==> src/rtl/andarb_pkg.sv <==
// Shared definitions for the round-robin AND scheduler: FSM encoding and
// stall-counter sizing.
package andarb_pkg;

  typedef enum logic {
    ST_EMPTY = 1'b0,
    ST_FULL  = 1'b1
  } state_t;

  localparam int                BUSY_W   = 16;
  localparam logic [BUSY_W-1:0] BUSY_SAT = {BUSY_W{1'b1}};

endpackage

==> src/rtl/andarb_rr_pick.sv <==
// Combinational round-robin picker: first asserted request at or after ptr,
// wrapping modulo NREQ. Produces one-hot grant, binary index and an any flag.
module andarb_rr_pick #(
  parameter int NREQ = 4,
  parameter int IDW  = $clog2(NREQ)
) (
  input  logic [NREQ-1:0] req,
  input  logic [IDW-1:0]  ptr,
  input  logic            en,
  output logic [NREQ-1:0] grant,
  output logic [IDW-1:0]  idx,
  output logic            any
);

  logic [IDW-1:0]  cand_idx [NREQ];
  logic [NREQ-1:0] rot_req;

  // rot_req[gi] is the request seen gi positions after ptr
  for (genvar gi = 0; gi < NREQ; gi++) begin : g_rot
    logic [IDW:0] sum;
    assign sum          = {1'b0, ptr} + (IDW+1)'(gi);
    assign cand_idx[gi] = (sum >= (IDW+1)'(NREQ)) ? IDW'(sum - (IDW+1)'(NREQ))
                                                  : sum[IDW-1:0];
    assign rot_req[gi]  = en & req[cand_idx[gi]];
  end

  always_comb begin
    any = 1'b0;
    idx = '0;
    for (int i = 0; i < NREQ; i++) begin
      if (!any && rot_req[i]) begin
        any = 1'b1;
        idx = cand_idx[i];
      end
    end
  end

  assign grant = any ? (NREQ'(1) << idx) : '0;

endmodule

==> src/rtl/andarb_sched.sv <==
// Round-robin scheduler sharing one W-bit AND datapath among NREQ requesters,
// with a one-entry output register that can drain and refill in one cycle.
module andarb_sched
  import andarb_pkg::*;
#(
  parameter int NREQ = 4,
  parameter int W    = 2,
  parameter int IDW  = $clog2(NREQ)
) (
  input  logic              clk,
  input  logic              rst_n,
  input  logic [NREQ-1:0]   req_valid,
  output logic [NREQ-1:0]   req_ready,
  input  logic [NREQ*W-1:0] req_a,
  input  logic [NREQ*W-1:0] req_b,
  output logic              out_valid,
  input  logic              out_ready,
  output logic [W-1:0]      out_o,
  output logic [IDW-1:0]    out_id,
  output logic [BUSY_W-1:0] busy_cnt
);

  state_t              state_reg, state_next;
  logic [IDW-1:0]      ptr_reg, ptr_next;
  logic [W-1:0]        out_o_reg;
  logic [IDW-1:0]      out_id_reg;
  logic [BUSY_W-1:0]   busy_cnt_reg;

  logic                can_accept;
  logic                pick_en;
  logic [NREQ-1:0]     pick_grant;
  logic [IDW-1:0]      pick_idx;
  logic                pick_any;
  logic                xfer;
  logic                stall;
  logic [W-1:0]        and_res [NREQ];

  for (genvar gi = 0; gi < NREQ; gi++) begin : g_and
    assign and_res[gi] = req_a[gi*W +: W] & req_b[gi*W +: W];
  end

  assign can_accept = (state_reg == ST_EMPTY) || out_ready;
  // Holding off grants while rst_n is low keeps a pending requester waiting
  assign pick_en    = can_accept & rst_n;

  andarb_rr_pick #(
    .NREQ (NREQ),
    .IDW  (IDW)
  ) u_pick (
    .req   (req_valid),
    .ptr   (ptr_reg),
    .en    (pick_en),
    .grant (pick_grant),
    .idx   (pick_idx),
    .any   (pick_any)
  );

  assign req_ready = pick_grant;
  assign xfer      = |(req_valid & pick_grant);
  assign stall     = (state_reg == ST_FULL) && !out_ready;
  assign ptr_next  = (pick_idx == IDW'(NREQ-1)) ? '0 : pick_idx + 1'b1;

  always_comb begin
    state_next = state_reg;
    case (state_reg)
      ST_EMPTY: if (xfer) state_next = ST_FULL;
      ST_FULL: begin
        if (xfer)           state_next = ST_FULL;
        else if (out_ready) state_next = ST_EMPTY;
      end
      default:              state_next = ST_EMPTY;
    endcase
  end

  always_ff @(posedge clk or negedge rst_n) begin
    if (!rst_n) begin
      state_reg    <= ST_EMPTY;
      ptr_reg      <= '0;
      out_o_reg    <= '0;
      out_id_reg   <= '0;
      busy_cnt_reg <= '0;
    end else begin
      state_reg <= state_next;
      if (xfer) begin
        out_o_reg  <= and_res[pick_idx];
        out_id_reg <= pick_idx;
        ptr_reg    <= ptr_next;
      end
      if (stall && (busy_cnt_reg != BUSY_SAT)) begin
        busy_cnt_reg <= busy_cnt_reg + 1'b1;
      end
    end
  end

  assign out_valid = (state_reg == ST_FULL);
  assign out_o     = out_o_reg;
  assign out_id    = out_id_reg;
  assign busy_cnt  = busy_cnt_reg;

endmodule

==> config.mk <==
export PLATFORM = sky130hd
export DESIGN_NAME = andarb_sched
export DESIGN_NICKNAME = d
export VERILOG_FILES = /design/src/rtl/andarb_pkg.sv /design/src/rtl/andarb_rr_pick.sv /design/src/rtl/andarb_sched.sv
export SDC_FILE = /design/constraint.sdc
export NUM_CORES = 1
export LEC_CHECK = 0
export CAP_MARGIN = 20
export CORE_MARGIN = 3
export CORE_UTILIZATION = 27
export CTS_CLUSTER_DIAMETER = 50
export DETAILED_ROUTE_END_ITERATION = 8
export DONT_BUFFER_PORTS = 1
export PLACE_DENSITY = 0.37
export SLEW_MARGIN = 20
export SYNTH_ARGS = -nofsm -noshare
export SYNTH_HDL_FRONTEND = slang
export SYNTH_SLANG_ARGS = --single-unit
==> constraint.sdc <==
create_clock -name clk -period 4.7 [get_ports clk]
set_input_delay 0.47 -clock clk [delete_from_list [all_inputs] [get_ports clk]]
set_output_delay 0.47 -clock clk [all_outputs]
set_load 0.1 [all_outputs]
==> results by group <==
Outcome
  • Status: complete, no violations

Timing
  • Max Clock Skew: 2.19 ps
  • Slew margin rel.: 30.5%
  • Final setup TNS: 0 ps
  • Final hold viol count: 0
  • Worst-margin pin slew: 1040 ps
  • Slew Viols, Final: 0
  • Setup violators final: 0
  • RSZ-0062 raised after global routing: false
  • Max Fclk: 0.270 GHz
  • Fin crit share: 78.9%
  • Tmin final: 3710 ps

Yosys
  • Ys async rst share: 100%
  • Post-Synthesis Cell Area: 1730 µm²
  • Ys Warns: 0
  • Most used DFF post-synth: dfrtp_1
  • Synth unique cells: 56
  • Cell count after synthesis: 182
  • Synth Register Bits: 23
  • Synthesized area per cell: 9.48 µm²
  • Synth Net Count: 210
  • Sequential area share after synthesis: 33.4%
  • Post-synth EDFFs: 0

Run
  • # Max-Cap Violations: 0

Critical path
  • Worst path arrival time: 3240 ps
  • Nature of the critical path startpoint: register
  • Worst R2R Setup Slack: 1130 ps
  • Setup crit end kind: primary output
  • Worst flop-to-flop path startpoint: out_valid
  • Worst r2r path cells: 10
  • Crit path max fanout: 9
  • WS Path Type: register to primary output
  • R2R Path End: out_o[1]
  • Worst EP required: 4230 ps

Floorplanning
  • Die area: 7390 µm²
  • Die span in x: 85.9 µm
  • Placeable core area: 6060 µm²
  • Die Y: 85.9 µm
  • # rows: 28
  • Initial Util: 28.5%
  • Top Ports: 48

Drt
  • Vias/cell: 5.31
  • Final WL: 4420 µm
  • DR WL/cell: 17.3 µm
  • # DRC: 0
  • Via Count: 1359
  • Met2 WL: 2380 µm
  • Pre-antenna DRT Iters: 4
  • Uppermost routed layer: met4
  • WL met3: 245 µm
  • Antenna Nets Post-Route: 0
  • Post-Route M1 WL: 1760 µm
  • DR iter-0 viols: 65

Clocking
  • Maximum clock path buffer count: 2
  • Post-CTS Setup Inserts: 0
  • Clk_lat worst skew: 260 ps
  • Root Buffer: clkbuf_8
  • CTS tree: built
  • H-tree levels: 1
  • CTS Buf Count: 3
  • Clk sinks: 23
  • Clock transition at the registers of the reported paths: 80 ps

Power and ir drop
  • Power per cell area: 554 nW/µm²
  • Clock power share: 12.1%
  • Comb pwr share: 32.6%
  • Max VDD drop: 317 µV
  • Sw Pwr: 597 µW
  • Cell-internal power: 411 µW
  • P_leak: 0.000730 µW
  • Switching share of power: 59.2%
  • Final Power: 1010 µW
  • Flop pwr share: 55.3%

Layout
  • Fraction of layout cells with a size suffix above 1: 12.2%
  • ANT cells: 0
  • Max FFs per register: 16
  • Area Overhead vs Synth: 5.51%
  • Fin nets: 210

Placed design
  • Final RePlAce weighted congestion: 0.768
  • Port-buffer cells: 0
  • DP HPWL: 3380 µm

Global route
  • Pin count of the biggest net entering global routing: 24
  • Initial antenna violation count: 0
  • Vias in the first global route: 1437
  • Global route overflow: 0
  • First-pass GRT wire length: 7270 µm
  • Total GRT Usage: 12.1%

Worst hold path
  • Hold crit path type: input pin to async pin
-- cells in the mapped netlist, drive strengths merged, types with 2 or more instances --
master | number | share of area (%)
nand2 | 27 | 5.9
dfrtp | 23 | 33
and2 | 9 | 3.3
buf | 8 | 3.7
nor2 | 8 | 1.7
xnor2 | 8 | 4.1
nor3 | 7 | 2.0
xor2 | 7 | 3.6
inv | 6 | 1.3
a2111oi | 5 | 5.1
ha | 5 | 3.6
nand2b | 5 | 1.8
nand3 | 5 | 1.5
o21ai | 5 | 1.5
o31ai | 5 | 2.5
a211oi | 4 | 2.0
nand4 | 4 | 1.5
a21oi | 3 | 0.87
a22oi | 3 | 1.6
and4 | 3 | 1.5
or4 | 3 | 1.3
a21boi | 2 | 1.1
mux2i | 2 | 1.2
nor2b | 2 | 0.73
nor4 | 2 | 1.6
or3 | 2 | 1.0
or4b | 2 | 1.4
-- stage by stage --
step	worst slack [ps]	instance area, µm²	util [%]	std cells	hold WS [ps]
after floorplan	1550	1730	-	182	174
after global placement	1210	1770	29.2	251	175
after detailed placement	1120	1770	29.2	251	175
after CTS	927	1830	30.1	256	476
after global routing	732	1820	30.0	256	205
final	991	1820	30.0	256	176
-- layer usage --
metal / track usage (%) / vias up
met3: 2.11 / 4
met5: 0 / -
met1: 14.1 / 652
met2: 22.4 / 40
li1: - / 663
met4: 3.88 / 0
-- worst max-delay path, cell delays in order, from the launching register on --
cell and delay (ps):
dfrtp_1 950, nor2b_1 710, nor2_1 180, nand2b_1 160
ha_1 190, and2_1 770
-- power by group through the flow --
stage	Clock [µW]	Combinational (µW)	Sequential (µW)
global placement	0	327	563
finish	122	329	557
CTS	129	331	560
detailed placement	0	325	565
floorplan	0	276	559
global route	140	361	567
-- worst max path at each step --
| stage | from | to | slack, ps | depth (start not counted) |
|---|---|---|---|---|
| floorplan | out_valid | req_ready[3] | 1550 | 7 |
| global placement | out_valid | out_o[1] | 1210 | 10 |
| detailed placement | out_valid | out_o[1] | 1120 | 10 |
| CTS | out_valid | req_ready[0] | 930 | 5 |
| global route | out_valid | req_ready[0] | 730 | 5 |
| finish | out_valid | req_ready[0] | 990 | 5 |
-- layout by cell type (no fill, tap or decap), types with 2 or more instances in the layout --
| cell type | instances |
|---|---|
| a2111oi_2 | 4 |
| a211oi_1 | 3 |
| a21oi_1 | 3 |
| a22oi_1 | 2 |
| and2_0 | 3 |
| and2_1 | 6 |
| and4_1 | 3 |
| buf_4 | 2 |
| clkbuf_8 | 3 |
| dfrtp_1 | 23 |
| ha_1 | 5 |
| inv_1 | 6 |
| mux2i_1 | 2 |
| nand2_1 | 27 |
| nand2b_1 | 5 |
| nand3_1 | 5 |
| nand4_1 | 4 |
| nor2_1 | 8 |
| nor2b_1 | 2 |
| nor3_1 | 7 |
| o21ai_0 | 3 |
| o21ai_1 | 2 |
| o31ai_1 | 4 |
| or4_1 | 3 |
| xnor2_1 | 8 |
| xor2_1 | 7 |
-- logic make-up (layout without fill, tap and decap cells) --
kind of cell             count (synthesis)  after routing  share of synthesized area [%]
flip-flops                              23             23                           33.4
buffers and inverters                   14             13                           5.00
AO/OA/AOI/OAI                           37             37                           20.7
multiplexers                             3              3                           1.81
adder cells (fa/ha/maj)                  5              5                           3.63
XOR/XNOR                                15             15                           7.61
AND/OR/NAND/NOR                         85             85                           27.8
-- area by class of cell --
| type | instances | area, µm² |
|---|---|---|
| inverters | 6 | 22.5 |
| flip-flops and latches | 23 | 576 |
| multi-input cells | 145 | 1060 |
| repair buffers | 3 | 20.0 |
| well taps | 75 | 93.8 |
| clock buffers | 4 | 45.0 |
| fillers | 648 | 4240 |
-- timing repair --
item,4_1_cts,5_1_grt
hold buffers,1,0
endpoints found under the hold margin,23,0
resized for setup,0,0
Power figures use the tool's default switching activity.
